<file path="config.mk">
export PLATFORM = sky130hd
export DESIGN_NAME = eth_tx_fcs_framer_flat
export DESIGN_NICKNAME = d
export VERILOG_FILES = /design/src/rtl/eth_tx_fcs_framer_if.sv /design/src/rtl/eth_tx_fcs_framer.sv /design/src/flat_wrapper.sv
export SDC_FILE = /design/constraint.sdc
export NUM_CORES = 1
export LEC_CHECK = 0
export CAP_MARGIN = 5
export CORE_MARGIN = 3
export CORE_UTILIZATION = 42
export CTS_CLUSTER_SIZE = 24
export DETAILED_ROUTE_END_ITERATION = 16
export PLACE_DENSITY_LB_ADDON = 0.05
export RECOVER_POWER = 25
export SYNTH_ARGS = -nofsm -noshare
export SYNTH_HDL_FRONTEND = slang
export SYNTH_SLANG_ARGS = --single-unit
</file>
<file path="constraint.sdc">
create_clock -name eth_tx_clk -period 2.7 [get_ports eth_tx_clk]
set_clock_uncertainty 0.15 [all_clocks]
set_input_delay 0.675 -clock eth_tx_clk [delete_from_list [all_inputs] [get_ports eth_tx_clk]]
set_output_delay 0.675 -clock eth_tx_clk [all_outputs]
set_load 0.02 [all_outputs]
</file>
<file path="src/rtl/eth_tx_fcs_framer_if.sv">
// Upstream byte stream into the transmit framer: MAC header and payload bytes
// with a valid/ready handshake and an end-of-frame marker.
interface eth_tx_fcs_framer_if;
   logic [7:0] s_data;
   logic       s_valid;
   logic       s_last;
   logic       s_ready;

   modport master (output s_data, output s_valid, output s_last, input s_ready);
   modport slave  (input s_data, input s_valid, input s_last, output s_ready);
endinterface

</file>
<file path="src/rtl/eth_tx_fcs_framer.sv">
// GMII transmit framer: preamble, SFD, data, zero pad, FCS and inter-frame gap,
// with the running CRC-32 register and its per-byte step function.
module eth_tx_fcs_framer #(
   parameter int PREAMBLE_LEN = 7,
   parameter int MIN_FRAME    = 60,
   parameter int IFG_CYCLES   = 12
) (
   input  logic                eth_tx_clk,
   input  logic                sys_rst,
   eth_tx_fcs_framer_if.slave  up,
   output logic [7:0]          gmii_txd,
   output logic                gmii_tx_en,
   output logic                gmii_tx_er,
   output logic                tx_done,
   output logic                tx_underrun
);

   typedef enum logic [2:0] {
      IDLE     = 3'd0,
      PREAMBLE = 3'd1,
      SFD      = 3'd2,
      DATA     = 3'd3,
      PAD      = 3'd4,
      FCS      = 3'd5,
      IFG      = 3'd6
   } state_t;

   // IDLE emits the first preamble byte itself, so PREAMBLE covers the rest.
   localparam logic [15:0] PRE_LAST   = 16'(PREAMBLE_LEN - 2);
   localparam logic [15:0] IFG_LAST   = 16'(IFG_CYCLES - 1);
   localparam logic [11:0] MIN_LEN    = 12'(MIN_FRAME);
   localparam state_t      AFTER_IDLE = (PREAMBLE_LEN > 1) ? PREAMBLE : SFD;
   localparam state_t      AFTER_FCS  = (IFG_CYCLES > 0) ? IFG : IDLE;

   function automatic logic [7:0] bitrev8(input logic [7:0] b);
      logic [7:0] r;
      for (int i = 0; i < 8; i++) begin
         r[i] = b[7 - i];
      end
      return r;
   endfunction

   // MSB-first CRC-32 step; callers bit-reverse bytes so bit 0 enters first.
   function automatic logic [31:0] crc32_step(input logic [7:0] din, input logic [31:0] pre_crc);
      logic [31:0] c;
      c = pre_crc;
      for (int i = 7; i >= 0; i--) begin
         if (c[31] ^ din[i]) begin
            c = {c[30:0], 1'b0} ^ 32'h04C1_1DB7;
         end else begin
            c = {c[30:0], 1'b0};
         end
      end
      return c;
   endfunction

   state_t      state_r, state_nxt_s;
   logic [15:0] cnt_r, cnt_nxt_s;
   logic [10:0] byte_cnt_r, byte_cnt_nxt_s, byte_cnt_sat_s;
   logic [11:0] byte_cnt_inc_s;
   logic [31:0] crc_r, pre_crc_s, step_out_s, crc_sh_s;
   logic [7:0]  data_in_s, fcs_byte_s;
   logic        crc_en_s, crc_load_s;
   logic [7:0]  txd_s;
   logic        en_s, er_s, done_s, underrun_s;

   assign up.s_ready     = (state_r == DATA);
   assign data_in_s      = bitrev8((state_r == PAD) ? 8'h00 : up.s_data);
   assign pre_crc_s      = crc_r;
   assign step_out_s     = crc32_step(data_in_s, pre_crc_s);
   assign byte_cnt_inc_s = {1'b0, byte_cnt_r} + 12'd1;
   assign byte_cnt_sat_s = (byte_cnt_r == 11'h7FF) ? byte_cnt_r : byte_cnt_r + 11'd1;
   assign crc_sh_s       = crc_r << {cnt_r[1:0], 3'b000};
   assign fcs_byte_s     = ~bitrev8(crc_sh_s[31:24]);

   // Next-state and next-output decode for the framing sequence.
   always_comb begin
      state_nxt_s    = state_r;
      cnt_nxt_s      = cnt_r;
      byte_cnt_nxt_s = byte_cnt_r;
      crc_en_s       = 1'b0;
      crc_load_s     = 1'b0;
      txd_s          = 8'h00;
      en_s           = 1'b0;
      er_s           = 1'b0;
      done_s         = 1'b0;
      underrun_s     = 1'b0;
      case (state_r)
         IDLE: begin
            if (up.s_valid) begin
               state_nxt_s    = AFTER_IDLE;
               crc_load_s     = 1'b1;
               byte_cnt_nxt_s = 11'd0;
               cnt_nxt_s      = 16'd0;
               txd_s          = 8'h55;
               en_s           = 1'b1;
            end else begin
               state_nxt_s = IDLE;
            end
         end
         PREAMBLE: begin
            txd_s = 8'h55;
            en_s  = 1'b1;
            if (cnt_r == PRE_LAST) begin
               state_nxt_s = SFD;
               cnt_nxt_s   = 16'd0;
            end else begin
               cnt_nxt_s = cnt_r + 16'd1;
            end
         end
         SFD: begin
            txd_s       = 8'hD5;
            en_s        = 1'b1;
            state_nxt_s = DATA;
         end
         DATA: begin
            en_s      = 1'b1;
            cnt_nxt_s = 16'd0;
            if (up.s_valid) begin
               txd_s          = up.s_data;
               crc_en_s       = 1'b1;
               byte_cnt_nxt_s = byte_cnt_sat_s;
               if (up.s_last) begin
                  state_nxt_s = (byte_cnt_inc_s < MIN_LEN) ? PAD : FCS;
               end else begin
                  state_nxt_s = DATA;
               end
            end else begin
               // Starved mid-frame: mark the byte bad and drop the FCS.
               er_s        = 1'b1;
               underrun_s  = 1'b1;
               state_nxt_s = AFTER_FCS;
            end
         end
         PAD: begin
            en_s           = 1'b1;
            crc_en_s       = 1'b1;
            byte_cnt_nxt_s = byte_cnt_sat_s;
            cnt_nxt_s      = 16'd0;
            if (byte_cnt_inc_s >= MIN_LEN) begin
               state_nxt_s = FCS;
            end else begin
               state_nxt_s = PAD;
            end
         end
         FCS: begin
            txd_s = fcs_byte_s;
            en_s  = 1'b1;
            if (cnt_r[1:0] == 2'd3) begin
               done_s      = 1'b1;
               state_nxt_s = AFTER_FCS;
               cnt_nxt_s   = 16'd0;
            end else begin
               cnt_nxt_s = cnt_r + 16'd1;
            end
         end
         IFG: begin
            if (cnt_r == IFG_LAST) begin
               state_nxt_s = IDLE;
               cnt_nxt_s   = 16'd0;
            end else begin
               cnt_nxt_s = cnt_r + 16'd1;
            end
         end
         default: begin
            state_nxt_s = IDLE;
            cnt_nxt_s   = 16'd0;
         end
      endcase
   end

   // State, counters, CRC register and registered GMII outputs.
   always_ff @(posedge eth_tx_clk or posedge sys_rst) begin
      if (sys_rst) begin
         state_r     <= IDLE;
         cnt_r       <= 16'd0;
         byte_cnt_r  <= 11'd0;
         crc_r       <= 32'hFFFF_FFFF;
         gmii_txd    <= 8'h00;
         gmii_tx_en  <= 1'b0;
         gmii_tx_er  <= 1'b0;
         tx_done     <= 1'b0;
         tx_underrun <= 1'b0;
      end else begin
         state_r    <= state_nxt_s;
         cnt_r      <= cnt_nxt_s;
         byte_cnt_r <= byte_cnt_nxt_s;
         if (crc_load_s) begin
            crc_r <= 32'hFFFF_FFFF;
         end else if (crc_en_s) begin
            crc_r <= step_out_s;
         end else begin
            crc_r <= crc_r;
         end
         gmii_txd    <= txd_s;
         gmii_tx_en  <= en_s;
         gmii_tx_er  <= er_s;
         tx_done     <= done_s;
         tx_underrun <= underrun_s;
      end
   end

endmodule

</file>
<file path="src/flat_wrapper.sv">
// flat-port wrapper written by rule: the top's interface ports become plain ports
module eth_tx_fcs_framer_flat 
#(
   parameter int PREAMBLE_LEN = 7,
   parameter int MIN_FRAME    = 60,
   parameter int IFG_CYCLES   = 12
)
  (eth_tx_clk, sys_rst, gmii_txd, gmii_tx_en, gmii_tx_er, tx_done, tx_underrun, up_s_data, up_s_valid, up_s_last, up_s_ready);
  eth_tx_fcs_framer_if up_i ();
  input  logic eth_tx_clk;
  input  logic sys_rst;
  output logic [7:0] gmii_txd;
  output logic gmii_tx_en;
  output logic gmii_tx_er;
  output logic tx_done;
  output logic tx_underrun;
  input wire logic [$bits(up_i.s_data)-1:0] up_s_data;
  input wire logic [$bits(up_i.s_valid)-1:0] up_s_valid;
  input wire logic [$bits(up_i.s_last)-1:0] up_s_last;
  output wire logic [$bits(up_i.s_ready)-1:0] up_s_ready;
  assign up_i.s_data = up_s_data;
  assign up_i.s_valid = up_s_valid;
  assign up_i.s_last = up_s_last;
  assign up_s_ready = up_i.s_ready;
  eth_tx_fcs_framer #(.PREAMBLE_LEN(PREAMBLE_LEN), .MIN_FRAME(MIN_FRAME), .IFG_CYCLES(IFG_CYCLES)) u_core (.eth_tx_clk(eth_tx_clk), .sys_rst(sys_rst), .up(up_i), .gmii_txd(gmii_txd), .gmii_tx_en(gmii_tx_en), .gmii_tx_er(gmii_tx_er), .tx_done(tx_done), .tx_underrun(tx_underrun));
endmodule
</file>
==> results by group <==
Placement
  • Dpl ws: -0.0940 ns
  • Gpl congestion: 0.845
  • PortBufs: 24
  • Post-DP Area: 5290 sq um
  • DP Wirelength: 8.52 mm

Clock network
  • Clk root buf: clkbuf_8
  • Hold Buf Count CTS: 0
  • Worst-skew pair later-pin latency: 0.36 ns
  • CTS clk-pin slew, worst paths: 0.08 ns
  • CTS tree: built
  • Cts bufs inserted: 9
  • H-tree depth: 3
  • Sink Count: 73
  • Max clock buf depth: 2

Floorplan
  • Starting density of the core: 44.1%
  • Std-Cell Rows: 37
  • Core footprint: 10500 sq um
  • Die X: 111 um
  • Io pins: 25
  • Die outline height: 111 um
  • Die area: 12300 sq um

Worst setup path
  • Critical R2R Capture: u_core.crc_r[9]
  • Critical path data arrival time: 2.61 ns
  • R2R depth: 6
  • CP Launch Type: flip-flop
  • Worst Setup End Kind: flip-flop
  • CP required: 2.83 ns
  • Setup CP Type: reg2reg
  • Flop2flop setup slack: 0.22 ns
  • R2r startpoint: u_core.state_r[2]
  • Maximum fanout along the worst path: 9

Power and ir drop
  • Power Density: 1390 nW/um^2
  • Leak Pwr: 2.19 nW
  • Maximum vdd drop: 0.000701 V

Global route
  • Total GRT Usage: 19.7%
  • First-pass GRT wire length: 19.3 mm
  • Vias in the first global route: 3686
  • Antenna violations before repair: 0
  • Residual overflow from global routing: 0
  • Pin count of the biggest net entering global routing: 74

Routing
  • Initial DRC count: 197
  • Remaining DRCs: 0
  • WL per Instance: 17.0 um
  • 1st-pass router iterations: 4
  • Routed via count divided by cell count: 5.30
  • DRT Wirelength: 11.6 mm
  • Post-DRT Antenna Nets: 0
  • Via count: 3607

STA
  • # setup viols final: 0
  • Tcrit/Tclk final: 91.8%
  • PnR worst setup slack: 0.221 ns
  • RSZ-0062 raised after global routing: no
  • Hold Slack: 0.337 ns
  • Slew Limit Headroom: 33.6%
  • Final Hold Fails: 0
  • Fin crit period: 2.48 ns
  • Max-slew violations: 0
  • Worst Max-Slew Pin Slew: 0.996 ns
  • Achievable frequency: 403 MHz

Layout
  • Nets: 555
  • Design Area, Final: 5460 sq um
  • Area delta synth->final: 17.7%
  • Layout cells sized above 1: 20.4%
  • N_diodes: 0

Yosys
  • Top post-synthesis cells by area: dfrtp_1 (22%), dfstp_2 (18%), xnor2_1 (12%), xor2_1 (5.9%), nor2_1 (5.7%)
  • Syn Nets: 501
  • Number of synthesis warnings: 0
  • Synthesized area per cell: 9.56 sq um
  • Synth Flop Type: dfrtp_1
  • Register area share after synthesis: 40.3%
  • Post-synth top area cell: dfrtp_1
  • Register bit total from synthesis: 73
  • Asr flop ratio synth: 100%
  • Netlist Area Pre-Place: 4640 sq um
  • Mapped Cells: 485
  • Top cell type's share of synthesized area: 22.1%
  • Distinct cells, synth: 53
  • Post-synth EDFFs: 0

Status
  • Status: finished, final reports clean

Worst hold path
  • Worst Min Path Start: u_core.byte_cnt_r[5]
  • Hold Path End: u_core.byte_cnt_r[5]
  • Hold path depth: 1
  • Worst hold path class: reg2reg

Flow run
  • Max-cap check violation count: 0
==> cell usage after synthesis (all sizes together) (2+ instances only) <==
library cell / number
a21boi: 3
clkbuf: 19
o32ai: 2
nand2: 44
and2: 6
nand4: 6
nor3: 5
a21oi: 41
and3: 4
nor3b: 2
o22a: 6
xnor3: 3
xnor2: 64
a31oi: 3
nor4: 3
a22o: 3
xor2: 36
buf: 7
inv: 6
dfstp: 32
nand2b: 5
mux4: 8
a21o: 2
nor2b: 5
nand3: 9
ha: 4
o31ai: 7
nor2: 70
o21ai: 24
dfrtp: 41
==> placed cells by master (no fill, tap or decap), types with 8 or more instances in the layout <==
master	netlist	final
a21oi_1	41	41
buf_4	2	43
clkbuf_8	0	10
clkdlybuf4s50_1	0	22
dfrtp_1	41	40
dfstp_2	32	32
mux4_2	8	8
nand2_1	42	42
nand3_1	9	9
nor2_1	70	70
o21ai_0	23	23
xnor2_1	64	64
xor2_1	31	31
==> state kept, by name (all words and copies together) (netlist names) <==
signal / cells
u_core.byte_cnt_r: 11
u_core.cnt_r: 16
u_core.crc_r: 32
u_core.gmii_tx_en: 1
u_core.gmii_tx_er: 1
u_core.gmii_txd: 8
u_core.state_r: 3
u_core.tx_done: 1
==> critical path, cell delays in order, from the launching register on <==
cell,delay (ns)
dfrtp_1,0.47
or3b_4,0.52
nand2_1,0.14
xor2_2,0.33
xor2_2,0.29
xnor3_1,0.35
a21oi_1,0.15
==> area by class of cell <==
type / instances / area, sq um
timing repair buffer: 69 / 593
tap: 136 / 170
clock inverter: 3 / 17.5
clock buffer: 13 / 149
sequential: 73 / 1870
multi-input combinational: 380 / 2640
fill: 977 / 5050
inverter: 6 / 22.5
==> worst max path at each step <==
stage,startpoint,to,slack [ns]
3_3_place_gp,up_s_data[1],u_core.crc_r[7],-0.09
3_5_place_dp,up_s_data[1],u_core.crc_r[7],-0.09
6_report,u_core.state_r[2],u_core.crc_r[9],0.22
2_1_floorplan,sys_rst,u_core.byte_cnt_r[0],0.07
4_1_cts,u_core.state_r[1],up_s_ready,0.04
5_1_grt,u_core.state_r[2],u_core.crc_r[9],0.06
==> metrics by stage <==
step                total power [W]  TNS (ns)  utilization (%)  cells
detailed placement          0.00684    -0.130             50.4    664
finish                      0.00759         0             51.9    680
global route                0.00820         0             51.9    680
CTS                         0.00765         0             51.9    680
floorplan                   0.00530         0                -    485
global placement            0.00680    -0.179             50.4    664
==> what timing repair did <==
| item | CTS | global route |
|---|---|---|
| setup endpoints to repair | 0 | 14 |
| setup buffers | 0 | 0 |
| resized for setup | 0 | 5 |
==> metal layers <==
layer / global-route usage [%] / wire length, um / up-vias
met5: 0 / 0 / -
met4: 8.03 / 314 / 0
met3: 3.28 / 383 / 22
met2: 31.6 / 5690 / 53
met1: 26.6 / 5200 / 1778
li1: - / - / 1754
==> where the power goes <==
| part | internal (W) | total [W] | switching (W) |
|---|---|---|---|
| Combinational | 0.00239 | 0.00486 | 0.00248 |
| Sequential | 0.00159 | 0.00195 | 0.000364 |
| Clock | 0.000357 | 0.000772 | 0.000415 |
| Total | 0.00433 | 0.00759 | 0.00326 |
==> cell families (layout without fill, tap and decap cells) <==
kind of cell	count (synthesis)	in the layout	synth area share [%]
flip-flops	73	73	40.3
adder cells (fa/ha/maj)	4	4	1.08
multiplexers	9	9	4.10
AO/OA/AOI/OAI	101	101	13.3
buffers and inverters	32	91	3.29
XOR/XNOR	103	103	21.9
AND/OR/NAND/NOR	163	163	16.1
(Power assumes the default switching activity.)
